## src/rtl/rf_write_arbiter.sv

```systemverilog
// rf_write_arbiter: shares the register-file write port among the pipeline
// writeback (WB), the multi-cycle divider (DIV) and the debug loader (DBG).
// It also keeps a busy-bit scoreboard of registers that are waiting for
// divider results, and it raises a decode-stage stall on read hazards.
//
// Handshake: DIV and DBG use valid/ready. A transfer happens in any cycle
// where valid & ready is high. The producer holds valid, rd and data stable
// until that cycle. ready is combinational from valid, wb_we and last_grant.
// ready never depends on the other ready. WB has no handshake: a WB write is
// always served, and it blocks both readies.
module rf_write_arbiter #(
   parameter int DATA_W   = 32,
   parameter int ADDR_W   = 5,
   parameter int NUM_REGS = 32
) (
   input  logic                clk,
   input  logic                rst_n,
   input  logic                wb_we,
   input  logic [ADDR_W-1:0]   wb_rd,
   input  logic [DATA_W-1:0]   wb_data,
   input  logic                div_valid,
   input  logic [ADDR_W-1:0]   div_rd,
   input  logic [DATA_W-1:0]   div_data,
   output logic                div_ready,
   input  logic                dbg_valid,
   input  logic [ADDR_W-1:0]   dbg_rd,
   input  logic [DATA_W-1:0]   dbg_data,
   output logic                dbg_ready,
   input  logic                div_issue,
   input  logic [ADDR_W-1:0]   div_issue_rd,
   input  logic [ADDR_W-1:0]   rs1,
   input  logic [ADDR_W-1:0]   rs2,
   output logic                stall,
   output logic [NUM_REGS-1:0] busy_mask,
   output logic                rf_we,
   output logic [ADDR_W-1:0]   rf_waddr,
   output logic [DATA_W-1:0]   rf_wdata
);

   // Round-robin history: which of DIV/DBG completed the most recent handshake.
   localparam logic [0:0] GRANT_DIV = 1'b0;
   localparam logic [0:0] GRANT_DBG = 1'b1;

   logic [0:0]          last_grant;
   logic                div_hs;
   logic                dbg_hs;
   logic [NUM_REGS-1:0] busy_next;

   // Grant selection. WB blocks both requesters. On a tie, the requester
   // that was not granted last wins.
   assign div_ready = !wb_we && div_valid && (!dbg_valid || (last_grant == GRANT_DBG));
   assign dbg_ready = !wb_we && dbg_valid && (!div_valid || (last_grant == GRANT_DIV));
   assign div_hs    = div_valid && div_ready;
   assign dbg_hs    = dbg_valid && dbg_ready;

   // Read-hazard stall, taken from the registered scoreboard only.
   // x0 is never a hazard.
   assign stall = ((rs1 != '0) && busy_mask[rs1]) || ((rs2 != '0) && busy_mask[rs2]);

   // Round-robin history advances only on a DIV or DBG handshake.
   always_ff @(posedge clk or negedge rst_n) begin
      if (!rst_n) begin
         last_grant <= GRANT_DBG;
      end else if (div_hs) begin
         last_grant <= GRANT_DIV;
      end else if (dbg_hs) begin
         last_grant <= GRANT_DBG;
      end
   end

   // Write-port latch. A write to x0 still consumes the grant but leaves the
   // port idle. While the port is idle, addr/data keep their last values.
   always_ff @(posedge clk or negedge rst_n) begin
      if (!rst_n) begin
         rf_we    <= 1'b0;
         rf_waddr <= '0;
         rf_wdata <= '0;
      end else if (wb_we) begin
         rf_we <= (wb_rd != '0);
         if (wb_rd != '0) begin
            rf_waddr <= wb_rd;
            rf_wdata <= wb_data;
         end
      end else if (div_hs) begin
         rf_we <= (div_rd != '0);
         if (div_rd != '0) begin
            rf_waddr <= div_rd;
            rf_wdata <= div_data;
         end
      end else if (dbg_hs) begin
         rf_we <= (dbg_rd != '0);
         if (dbg_rd != '0) begin
            rf_waddr <= dbg_rd;
            rf_wdata <= dbg_data;
         end
      end else begin
         rf_we <= 1'b0;
      end
   end

   // Scoreboard next state. The completion clear is applied first, so a new
   // issue to the same register overrides it. Bit 0 is never set.
   always_comb begin
      busy_next = busy_mask;
      if (div_hs) begin
         busy_next[div_rd] = 1'b0;
      end
      if (div_issue && (div_issue_rd != '0)) begin
         busy_next[div_issue_rd] = 1'b1;
      end
      busy_next[0] = 1'b0;
   end

   // Scoreboard register.
   always_ff @(posedge clk or negedge rst_n) begin
      if (!rst_n) begin
         busy_mask <= '0;
      end else begin
         busy_mask <= busy_next;
      end
   end

endmodule
```

## config.mk

```make
export PLATFORM = sky130hd
export DESIGN_NAME = rf_write_arbiter
export DESIGN_NICKNAME = d
export VERILOG_FILES = /design/src/rtl/rf_write_arbiter.sv
export SDC_FILE = /design/constraint.sdc
export NUM_CORES = 1
export LEC_CHECK = 0
export CAP_MARGIN = 20
export CORE_ASPECT_RATIO = 0.9
export CORE_MARGIN = 2
export CORE_UTILIZATION = 37
export CTS_CLUSTER_SIZE = 10
export DETAILED_ROUTE_END_ITERATION = 12
export PLACE_DENSITY = 0.76
export SETUP_SLACK_MARGIN = 0.3
export SLEW_MARGIN = 20
export SYNTH_ARGS = -nofsm -noshare
export SYNTH_HDL_FRONTEND = slang
export SYNTH_SLANG_ARGS = --single-unit
```

## constraint.sdc

```tcl
create_clock -name clk -period 2 [get_ports clk]
set_input_delay 0.4 -clock clk [delete_from_list [all_inputs] [get_ports clk]]
set_output_delay 0.4 -clock clk [all_outputs]
set_load 0.005 [all_outputs]
```

### Word-level counts from Yosys, hierarchy flattened

Cells that the tools add are included.

* register bits: 70
* input bits: 132
* output and inout bits: 73
* logic and storage cells: 71

* magnitude comparators: 6
* equal/unequal tests: 2
* muxes and demuxes: 27
* bitwise operators: 4
* reductions and logical operators: 27

Operators by type and width (count)
* 32-bit two-way mux: 8
* 32-bit bitwise AND: 1
* 32-bit inverter: 1
* 32-bit OR: 1
* 5-bit two-way mux: 6
* 5-bit nonzero test: 6
* 5-bit by 6-bit < comparator with 1-bit output, second input constant: 4
* 1-bit logical AND: 11
* 1-bit binary-select mux with 5-bit select: 2
* 1-bit demux with 5-bit select: 2
* 5-bit by 1-bit greater-or-equal comparator with 1-bit output, second input constant: 2
* 1-bit two-way mux: 9
* 3-bit nonzero test: 2
* 4-bit AND reduction: 1
* 1-bit zero test: 3
* 1-bit logical OR: 3
* 3-bit by 2-bit != test with 1-bit output, second input constant: 1
* 2-bit by 1-bit != test with 1-bit output, second input constant: 1
* 2-bit nonzero test: 1
* 1-bit inverter: 1

### Longest topological paths before layout

* depth in word-level cells: 9
* gate-level depth with buffers: 8
* depth with buffers taken out: 6

### Worst setup path after synthesis

No wires, ideal clock.

* path kind: flip-flop to flip-flop
* start point: register last_grant
* end point: register rf_waddr[0]
* library setup time: 0.127 ns
* arrival time: 1.962 ns
* data required time: 1.873 ns
* path slack: -0.089 ns
* cell stages (with the launch flop): 9
* buffers on the path: 3
* clock period less this slack: 2.089 ns
* cell sequence: dfstp_2 -> nand2b_2 -> nand3b_4 -> or3_1 -> buf_2 -> o211ai_2 -> buf_6 -> buf_6 -> mux2_1

* longest elaborated chain between the ends: 6
* elaborated cells between the ends (all ways): 13
* those cells by class: 1 x eq/ne; 2 x mux; 1 x bitwise; 9 x reduce/logical

RTL lines
* start: declaration: RTL line 44 `logic [0:0] last_grant;`
* start signal: assignment: RTL line 63 `last_grant <= GRANT_DBG;`
* start signal: assignment: RTL line 65 `last_grant <= GRANT_DIV;`
* start signal: assignment: RTL line 67 `last_grant <= GRANT_DBG;`
* 1-bit inverter: RTL line 52 `assign dbg_ready = !wb_we && dbg_valid && (!div_valid || (last_grant == GRANT_DIV));`
* 1-bit logical OR: RTL line 52
* 1-bit logical AND: RTL line 52
* 1-bit logical AND: RTL line 54 `assign dbg_hs = dbg_valid && dbg_ready;`
* 3-bit nonzero test (no line)
* 4-bit AND reduction (no line)
* end signal: assignment: RTL line 81 `rf_waddr <= wb_rd;`
* end signal: assignment: RTL line 87 `rf_waddr <= div_rd;`
* end signal: assignment: RTL line 93 `rf_waddr <= dbg_rd;`
* end: declaration: RTL line 36 `output logic [ADDR_W-1:0] rf_waddr,`

Several ways; a longest one is shown, not always the timed one.
A chain may end at the register's enable or synchronous reset.

### Worst setup path after layout

* start point: register busy_mask[2]
* end point: output port stall

* longest elaborated chain between the ends: 4
* elaborated cells between the ends (all ways): 7
* those cells by class: 4 x mux; 3 x reduce/logical

RTL lines
* start: declaration: RTL line 34 `output logic [NUM_REGS-1:0] busy_mask,`
* start signal: assignment: RTL line 119 `busy_mask <= busy_next;`
* 1-bit binary-select mux with 5-bit select: RTL line 58 `assign stall = ((rs1 != '0) && busy_mask[rs1]) || ((rs2 != '0) && busy_mask[rs2]);`
* 1-bit two-way mux (implied by the code): RTL line 58
* 1-bit logical AND: RTL line 58
* 1-bit logical OR *: RTL line 58
* end: declaration: RTL line 33 `output logic stall,`

Mark *: on every way between the ends. The rest lies on a longest branch, timed or not. The select of a mux whose other input is x is not followed.

==> impl_results.md <==
* Clock Latency Late Sink at 330 ps
* Syn_nets at 541
* Arr. time, crit path at 1850 ps
* Tot Pwr at slightly below 6000 µW
* Worst r2r src: last_grant
* Die Y at 105 µm
* Net Sw Frac at between 20% and 30%
* Slew Viols, Final at 0
* Reg power frac at between 30% and 40%
* Core ar. at 10900 µm²
* DRT iter0 DRCs at around 190
* Worst r2r path cells at 8
* First-pass GRT wire length at 24700 µm
* Reg-to-reg endpoint: rf_wdata[18]
* Mapped Area at 4160 µm²
* Synth cell types at 38
* Period utilization at 113%
* Total GRT Usage at between 20% and 30%
* Setup crit end kind: primary output
* Max Cap Viol at 0
* Total gr overflow at 0
* Fin nets at 821
* Worst VDD drop at 0.450 mV
* Synth Warn # at 0
* Final setup margin at -254 ps
* Combinational fraction of design power at 38.3%
* Final Hold Viols at 0
* Power density over cell area at roughly 760 nW/µm²
* Clock root buffer: clkbuf_16
* Critical Path RT at 1600 ps
* Drt first pass iters at 5
* # diodes at 0
* CTS tree: done
* WL final at roughly 16000 µm
* CTS max path bufs at 2
* Clock H-tree levels at 3
* Via density at 5.32
* Largest net degree at the start of global routing at 71
* WS Path Type: reg2out
* Mean post-synth cell area at 10.2 µm²
* Critical Path Source: busy_mask[2]
* RSZ-0062 raised after global routing: yes
* RePlAce Congestion at 0.909
* P&R area growth vs syn at 86.4%
* Net Sw Power at 1640 µW
* Top FF cell, synth: dfrtp_1
* Final setup violating endpoints at 38
* Port bufs at 203
* R2r setup slk at -130 ps
* DRT antenna net count at 0
* Die Wd at approximately 120 µm
* Static leakage at 0.00349 µW
* Detail Placement HPWL at roughly 12000 µm
* Status: finished, violations left
* Num rows at 36
* Total CTS buffers at 9
* Worst Setup Start Kind: flip-flop
* Mapped Cells at 409
* Clock slew at reported path FFs at 50 ps
* Die area at 12100 µm²
* Drt wl/cell at 18.8 µm
* # DRC at 0
* Failing checks: setup timing
* Share of layout cells above drive strength 1 at a little under a third
* Peak Freq at around 440 MHz
* Worst-path fanout max at 4
* Post-Route Setup TNS at -3750 ps
* Clock Skews at 5.68 ps
* Internal power at 4260 µW
* Flops & latches, synth at 70
* Ys async rst share at 100%
* Initial antenna violation count at 2
* Initial core utilization at 38.2%
* Clk pwr share at 29.8%
* Minimum clock period at 2250 ps
* Final Util at about 71%
* Total number of vias at 4504
* IO Pins at between 200 and 250
* Sequential share of the synthesized area at 42.1%
* CTS sink cnt at 70
* Hold crit path type: in2async
* Vias in the first global route at around 4.8k
* Number of synthesized flops with an enable pin at 0
## sequential cells by signal (all words and copies together) (netlist names)
register	count
rf_waddr	5
last_grant	1
busy_mask	31
rf_wdata	32
rf_we	1
## how the worst max path moves through the flow
stage	end	slack (ps)	cells past startpoint
after global placement	stall	-910	8
after global routing	stall	-350	6
after detailed placement	stall	-900	8
after CTS	stall	-310	6
final	stall	-250	6
after floorplan	rf_waddr[0]	-60	8
## what timing repair did
action | CTS | global route
buffers inserted | 20 | 7
endpoints found under the setup margin | 90 | 73
pin swaps | 9 | 29
hold buffers | 0 | 0
resized for setup | 152 | 73
gates cloned | 2 | 0
## per-stage QoR
stage               std cells  setup slack [ps]  hold WS [ps]  area, µm²
finish                    846              -254          78.6       7750
detailed placement        801              -905           461       6780
global route              846              -354           121       7750
CTS                       839              -306           114       7510
floorplan                 409             -55.3           104       4190
global placement          801              -908           449       6780
## layer usage
metal | part of all wire [%] | GRT usage [%] | wire length (µm)
met5 | 0.17 | 0 | 27
met4 | 3.1 | 9.95 | 491
met3 | 8.5 | 8.06 | 1360
met2 | 50 | 44.2 | 7890
met1 | 39 | 32.0 | 6150
## placed cells by master, fill, tap and decap left out, types with 5 or more instances in the layout
master	synthesis	final
mux4_2	11	11
nand2_1	46	45
clkdlybuf4s50_1	0	158
buf_4	2	62
nand3b_1	10	10
buf_6	3	17
nor2b_1	5	5
o21ai_2	0	31
dlygate4sd2_1	0	35
buf_12	0	7
buf_8	0	5
o21ai_1	0	31
clkbuf_16	0	9
o21ai_0	103	40
mux2i_1	45	45
dfrtp_1	69	68
mux2_4	0	37
nand3_1	11	10
nor2_1	7	7
## power groups by stage
stage	sequential, µW	combinational [µW]	clock, µW
2_1_floorplan	1890	604	0
3_3_place_gp	1890	1890	0
3_5_place_dp	1890	1930	0
4_1_cts	1870	2110	1760
5_1_grt	1910	2420	1840
6_report	1880	2260	1760
## cell type report
type | instances | area (µm²)
clock inverter | 4 | 70.1
sequential | 70 | 1750
clock buffer | 12 | 256
tap | 152 | 190
fill | 805 | 3150
multi-input combinational | 308 | 2560
inverter | 5 | 21.3
timing repair buffer | 295 | 2900
## cell usage after synthesis (3+ instances only)
| master | count | area [µm²] |
|---|---|---|
| nand2b_1 | 3 | 18.8 |
| o21ai_0 | 103 | 515 |
| buf_2 | 9 | 45.0 |
| nand2_1 | 46 | 173 |
| nor2_1 | 7 | 26.3 |
| clkbuf_1 | 12 | 45.0 |
| mux2_1 | 19 | 214 |
| a21oi_1 | 3 | 15.0 |
| mux2_2 | 20 | 225 |
| or3_1 | 3 | 18.8 |
| nand3_1 | 11 | 55.1 |
| buf_6 | 3 | 33.8 |
| mux2i_1 | 45 | 450 |
| nand3b_1 | 10 | 75.1 |
| mux4_2 | 11 | 248 |
| nor2b_1 | 5 | 31.3 |
| inv_1 | 5 | 18.8 |
| dfrtp_1 | 69 | 1730 |
## cell families (layout without fill, tap and decap cells)
group | after synthesis | count (layout) | synth area share [%]
buffers and inverters | 31 | 316 | 3.79
AO/OA/AOI/OAI | 114 | 114 | 14.4
flip-flops | 70 | 70 | 42.1
other | 1 | 1 | 0.0902
multiplexers | 95 | 95 | 27.3
AND/OR/NAND/NOR | 98 | 98 | 12.2
## worst max-delay path, stage by stage, from the launching register on
cell and delay (ps):
dfrtp_1 420, mux4_2 480, nor4b_2 240, nor2_1 80
nand4_1 100, nand4_1 80, buf_2 130
(Power assumes the default switching activity.)
==> RTL change 1, RTL diff (same flow settings) <==
Set the parameter `NUM_REGS` to 48 (it was 32).
--- a/src/rtl/rf_write_arbiter.sv
+++ b/src/rtl/rf_write_arbiter.sv
@@ -11,7 +11,7 @@
 module rf_write_arbiter #(
    parameter int DATA_W   = 32,
    parameter int ADDR_W   = 5,
-   parameter int NUM_REGS = 32
+   parameter int NUM_REGS = 48
 ) (
    input  logic                clk,
    input  logic                rst_n,
Interface: changed (resized busy_mask); port bits go from 205 to 221. The function was not compared with the original's and may differ.
==> RTL change 1 against the unedited design <==
- the flow still finishes with violations (negative setup slack)
- worst setup slack gained 0.0084 ns
- via count shrank 0.16%
- die area grew 4.5%
- combinational power grew 2%
- sequential cell count is the same
- synthesized cell count grew 2.9%
- total power grew 2.3%
- wire length shrank 2.5%
- final area grew 0.23%
- worst hold slack gained 0.42 ns
- synthesized area grew 4.7%
- non-clock buffer count shrank 5
- critical path type unchanged
- highest routed layer is now met4
==> RTL change 1: results (changes against the unedited design) <==
| Metric | Value |
|---|---|
| Status | finished, violations left |
| Failing checks | negative setup slack |
| HPWL after detailed placement | 11560 um (-0.23%) |
| Largest net degree at the start of global routing | 47 (-34%) |
| VDD IR max | 0.0003502 V (-22%) |
| Tot GR Track Use | 24.63% (-1.9 points) |
| Sequential area share after synthesis | 40.27% (-1.9 points) |
| DR WL met2 | 7765 um (-1.5%) |
| Final Non-Filler Cells | 858 (+1.4%) |
| Slack of the critical path | -0.2455 ns (+0.008413 ns) |
| Initial antenna violation count | 0 (-2) |
| Grt met2 use | 43.85% (-0.35 points) |
| M3 GR Usage | 7.074% (-0.99 points) |
| Via count | 4497 (-0.16%) |
| Post-synthesis average cell area | 10.34 um2 (+1.7%) |
| Gpl congestion | 0.9686 (+6.5%) |
| NumNets Final | 830 (+1.1%) |
| Drt drc | 0 (unchanged) |
| Synth top cells by count | o21ai_0 (101), dfrtp_1 (69), mux2i_1 (45), nand2_1 (45) |
| Clk_skew | 0.004970 ns (-0.0007088 ns) |
| M1 wire length | 5884 um (-4.3%) |
| Placed inst area | 6873 um2 (+1.4%) |
| Hold crit path type | input pin to flop |
| Synth top area cells | dfrtp_1 (40%), o21ai_0 (12%), mux2i_1 (10%) |
| First-pass GRT wire length | 24440 um (-1.2%) |
| P_leak | 3.582 nW (+2.5%) |
| Met1 Use GR | 28.00% (-4.0 points) |
| Longest Clk Path Bufs | 2 (unchanged) |
| Htree depth | 3 (unchanged) |
| Layout cells sized above 1 | 27.21% (-3.1 points) |
| Setup TNS | -0.2455 ns (+3.501 ns) |
| Avg WL per Cell | 18.08 um (-3.9%) |
| Placed cells | 818 (+2.1%) |
| Setup violations, final | 1 (-97%) |
| Max layer used | met4 |
[RTL change 1: timing repair]
item | CTS | global route
hold buffers | 1 | 0
resized for setup | 142 | 53
setup endpoints to repair | 92 | 75
cloned | 5 | 0
setup buffers | 16 | 3
pin swaps | 20 | 9
hold endpoints to repair | 13 | 0
[RTL change 1: final cells by class]
type,instances,area (um2)
tap,156,195.2
sequential,70,1754
clock buffer,9,225.2
multi-input combinational,323,2576
timing repair buffer,290,2889
clock inverter,6,111.4
inverter,4,17.52
fill,884,3666
[RTL change 1: worst max-delay path, cell delays in order (launching register included)]
cell and delay, ns:
dfrtp_1 0.43, mux4_2 0.49, o2111ai_2 0.18, o41a_1 0.19, nand4_1 0.10, buf_2 0.14
[RTL change 1: cells by family after synthesis]
family | after synthesis | share of synthesized area, %
and+or+nand+nor | 97 | 11.73
other | 1 | 0.08615
AOI/OAI and AO/OA | 114 | 13.77
buffers and inverters | 44 | 6.381
DFF | 70 | 40.27
muxes | 95 | 27.77
[RTL change 1: path summary, 6_finish.rpt]
path | end | slack, ns | cells after the start | start
setup reg to reg | rf_wdata[22] | 0.16 | 8 | last_grant
min in group asynchronous | rf_wdata[18] | 0.52 | 2 | rst_n
hold / removal | last_grant | 0.50 | 3 | wb_we
setup / recovery | stall | -0.25 | 5 | busy_mask[6]
max in group asynchronous | rf_waddr[0] | 0.90 | 3 | rst_n
hold reg to reg | rf_wdata[6] | 0.51 | 1 | rf_wdata[6]
[RTL change 1: where the power goes]
| part | internal (mW) | total [mW] | switching (mW) |
|---|---|---|---|
| clock | 1.21 | 1.81 | 0.600 |
| sequential | 1.70 | 1.93 | 0.225 |
| combinational | 1.47 | 2.30 | 0.830 |
==> RTL change 2, RTL diff (config.mk and constraints unchanged) <==
Made on the original files. Add an input register stage for `div_valid`, `div_rd`, `div_data`, `div_issue` and `div_issue_rd`, cleared by the reset; this delays them by one clock. The other inputs are not delayed to match.
--- a/src/rtl/rf_write_arbiter.sv
+++ b/src/rtl/rf_write_arbiter.sv
@@ -41,6 +41,28 @@
    localparam logic [0:0] GRANT_DIV = 1'b0;
    localparam logic [0:0] GRANT_DBG = 1'b1;
 
+   logic div_valid_q;
+   logic [ADDR_W-1:0] div_rd_q;
+   logic [DATA_W-1:0] div_data_q;
+   logic div_issue_q;
+   logic [ADDR_W-1:0] div_issue_rd_q;
+
+   always_ff @(posedge clk or negedge rst_n) begin
+      if (!rst_n) begin
+         div_valid_q    <= '0;
+         div_rd_q       <= '0;
+         div_data_q     <= '0;
+         div_issue_q    <= '0;
+         div_issue_rd_q <= '0;
+      end else begin
+         div_valid_q    <= div_valid;
+         div_rd_q       <= div_rd;
+         div_data_q     <= div_data;
+         div_issue_q    <= div_issue;
+         div_issue_rd_q <= div_issue_rd;
+      end
+   end
+
    logic [0:0]          last_grant;
    logic                div_hs;
    logic                dbg_hs;
@@ -48,9 +70,9 @@
 
    // Grant selection. WB blocks both requesters. On a tie, the requester
    // that was not granted last wins.
-   assign div_ready = !wb_we && div_valid && (!dbg_valid || (last_grant == GRANT_DBG));
-   assign dbg_ready = !wb_we && dbg_valid && (!div_valid || (last_grant == GRANT_DIV));
-   assign div_hs    = div_valid && div_ready;
+   assign div_ready = !wb_we && div_valid_q && (!dbg_valid || (last_grant == GRANT_DBG));
+   assign dbg_ready = !wb_we && dbg_valid && (!div_valid_q || (last_grant == GRANT_DIV));
+   assign div_hs    = div_valid_q && div_ready;
    assign dbg_hs    = dbg_valid && dbg_ready;
 
    // Read-hazard stall, taken from the registered scoreboard only.
@@ -82,10 +104,10 @@
             rf_wdata <= wb_data;
          end
       end else if (div_hs) begin
-         rf_we <= (div_rd != '0);
-         if (div_rd != '0) begin
-            rf_waddr <= div_rd;
-            rf_wdata <= div_data;
+         rf_we <= (div_rd_q != '0);
+         if (div_rd_q != '0) begin
+            rf_waddr <= div_rd_q;
+            rf_wdata <= div_data_q;
          end
       end else if (dbg_hs) begin
          rf_we <= (dbg_rd != '0);
@@ -103,10 +125,10 @@
    always_comb begin
       busy_next = busy_mask;
       if (div_hs) begin
-         busy_next[div_rd] = 1'b0;
+         busy_next[div_rd_q] = 1'b0;
       end
-      if (div_issue && (div_issue_rd != '0)) begin
-         busy_next[div_issue_rd] = 1'b1;
+      if (div_issue_q && (div_issue_rd_q != '0)) begin
+         busy_next[div_issue_rd_q] = 1'b1;
       end
       busy_next[0] = 1'b0;
    end
Function: changed (Yosys sat finds a counterexample within 4 cycles, from zero or initial values and one cycle with rst_n low).
==> RTL change 2 against the unedited design <==
- the flow still finishes with violations (negative setup slack)
- worst hold slack improved by 0.35 ns
- synthesized area up 26%
- wire length increased by 18%
- largest power group is now clock
- sequential cell count increased by 44
- first-iteration DRC count increased by 75%
- final area is 20% higher
- total power grew 28%
- utilization decreased by 4.0 points
- final cell count increased by 13%
- worst setup slack got worse by 0.16 ns
- register-to-register slack worse by 0.03 ns
==> RTL change 2: results (changes against the unedited design) <==
| Metric | Value |
|---|---|
| Status | finished, violations left |
| Failing checks | negative setup slack |
| Switching Share | 25.98% (-1.9 points) |
| Layout cells sized above 1 | 32.50% (+2.2 points) |
| Slack of the critical path | -0.4151 ns (-0.1612 ns) |
| Synth top area cells | dfrtp_1 (54%), o21ai_0 (9.8%), mux2i_1 (7.8%) |
| Clk_lat worst skew | 0.41 ns (+0.08 ns) |
| Clock network power share | 37.5% (+7.7 points) |
| Htree depth | 4 (+1) |
| Met1 Use GR | 27.75% (-4.3 points) |
| Met3 routed WL | 1537 um (+13%) |
| Synth cell types | 39 (+2.6%) |
| Placed cells | 886 (+11%) |
| Vias in the first global route | 5351 (+12%) |
| Pwr Total | 7.540 mW (+28%) |
| FFs w/ async S/R, synth | 100.0% (unchanged) |
| Clk_skew | 0.005312 ns (-0.0003662 ns) |
| Post-synthesis average cell area | 11.69 um2 (+15%) |
| Tot GR Track Use | 24.30% (-2.2 points) |
| R2R setup slack | -0.16 ns (-0.03 ns) |
| NumNets Final | 880 (+7.2%) |
| Sequential power | 2.74 mW (+46%) |
| Max layer used | met4 |
| Complex-gate fraction of the synthesized area | 11.83% (-2.6 points) |
| Final Non-Filler Cells | 954 (+13%) |
| Sequential area share after synthesis | 54.52% (+12 points) |
| First-pass GRT wire length | 27670 um (+12%) |
| Post-Syn Nets | 580 (+7.2%) |
| M3 GR Usage | 9.136% (+1.1 points) |
| Grt met2 use | 40.84% (-3.4 points) |
| WL final | 18720 um (+18%) |
| RR Endpoint | rf_wdata[12] |
| Setup violations, final | 38 (unchanged) |
| Critical path arrival | 2.02 ns (+0.17 ns) |
| Gpl congestion | 0.9904 (+8.9%) |
| Synth top cells by count | dfrtp_1 (113), o21ai_0 (103), nand2_1 (46) |
| HPWL after detailed placement | 12410 um (+7.1%) |
| VDD IR max | 0.0005660 V (+26%) |
| Via count | 5025 (+12%) |
| Crit path max-delay family | multiplexers |
| Largest net degree at the start of global routing | 53 (-25%) |
| DR WL met2 | 9293 um (+18%) |
| P_leak | 4.270 nW (+22%) |
| Hold crit path type | input pin to flop |
| TritonCTS Buffers | 17 (+8) |
| Initial drt markers | 328 (+75%) |
-- RTL change 2: cell types whose count changed in the layout (fill, tap and decap cells not counted), moves of 5 or more --
cell | before | now
clkinv_2 | 2 | 7
clkbuf_2 | 0 | 6
clkdlybuf4s50_1 | 158 | 128
buf_6 | 17 | 25
dlymetal6s2s_1 | 3 | 21
clkbuf_16 | 9 | 17
dfrtp_1 | 68 | 112
buf_4 | 62 | 67
-- RTL change 2: worst min-delay path by stage --
stage | from | to | slack (ns) | depth (start not counted)
detailed placement | rst_n | div_data_q[6] | 0.35 | 1
global route | div_data[21] | div_data_q[21] | 0.41 | 1
CTS | div_data[3] | div_data_q[3] | 0.41 | 1
finish | div_data[8] | div_data_q[8] | 0.43 | 1
floorplan | rst_n | busy_mask[10] | 0.10 | 0
global placement | rst_n | rf_wdata[8] | 0.35 | 1
-- RTL change 2: cell type report --
type / instances / area [um2] / area share (%)
multi-input cells: 302 / 2555 / 27.40
clock inverters: 12 / 117.6 / 1.261
inverters: 5 / 23.77 / 0.2550
flip-flops and latches: 114 / 2855 / 30.62
well taps: 193 / 241.5 / 2.590
repair buffers: 308 / 3095 / 33.20
clock buffers: 19 / 432.9 / 4.643
diodes: 1 / 2.502 / 0.02684
-- RTL change 2: through the flow --
stage | worst slack (ns) | setup TNS, ns | area, um2
2_1_floorplan | -0.05607 | -1.089 | 5243
4_1_cts | -0.4111 | -3.680 | 9062
3_5_place_dp | -0.9920 | -20.26 | 7941
3_3_place_gp | -0.9667 | -18.93 | 7941
6_report | -0.4151 | -5.367 | 9324
5_1_grt | -0.5098 | -7.296 | 9324
-- RTL change 2: timing repair --
item,in CTS,in global routing
pin swaps,20,4
gates cloned,5,0
setup buffers,24,6
hold buffers,1,0
endpoints found under the hold margin,25,0
gates resized for setup,218,80
setup endpoints to repair,110,103
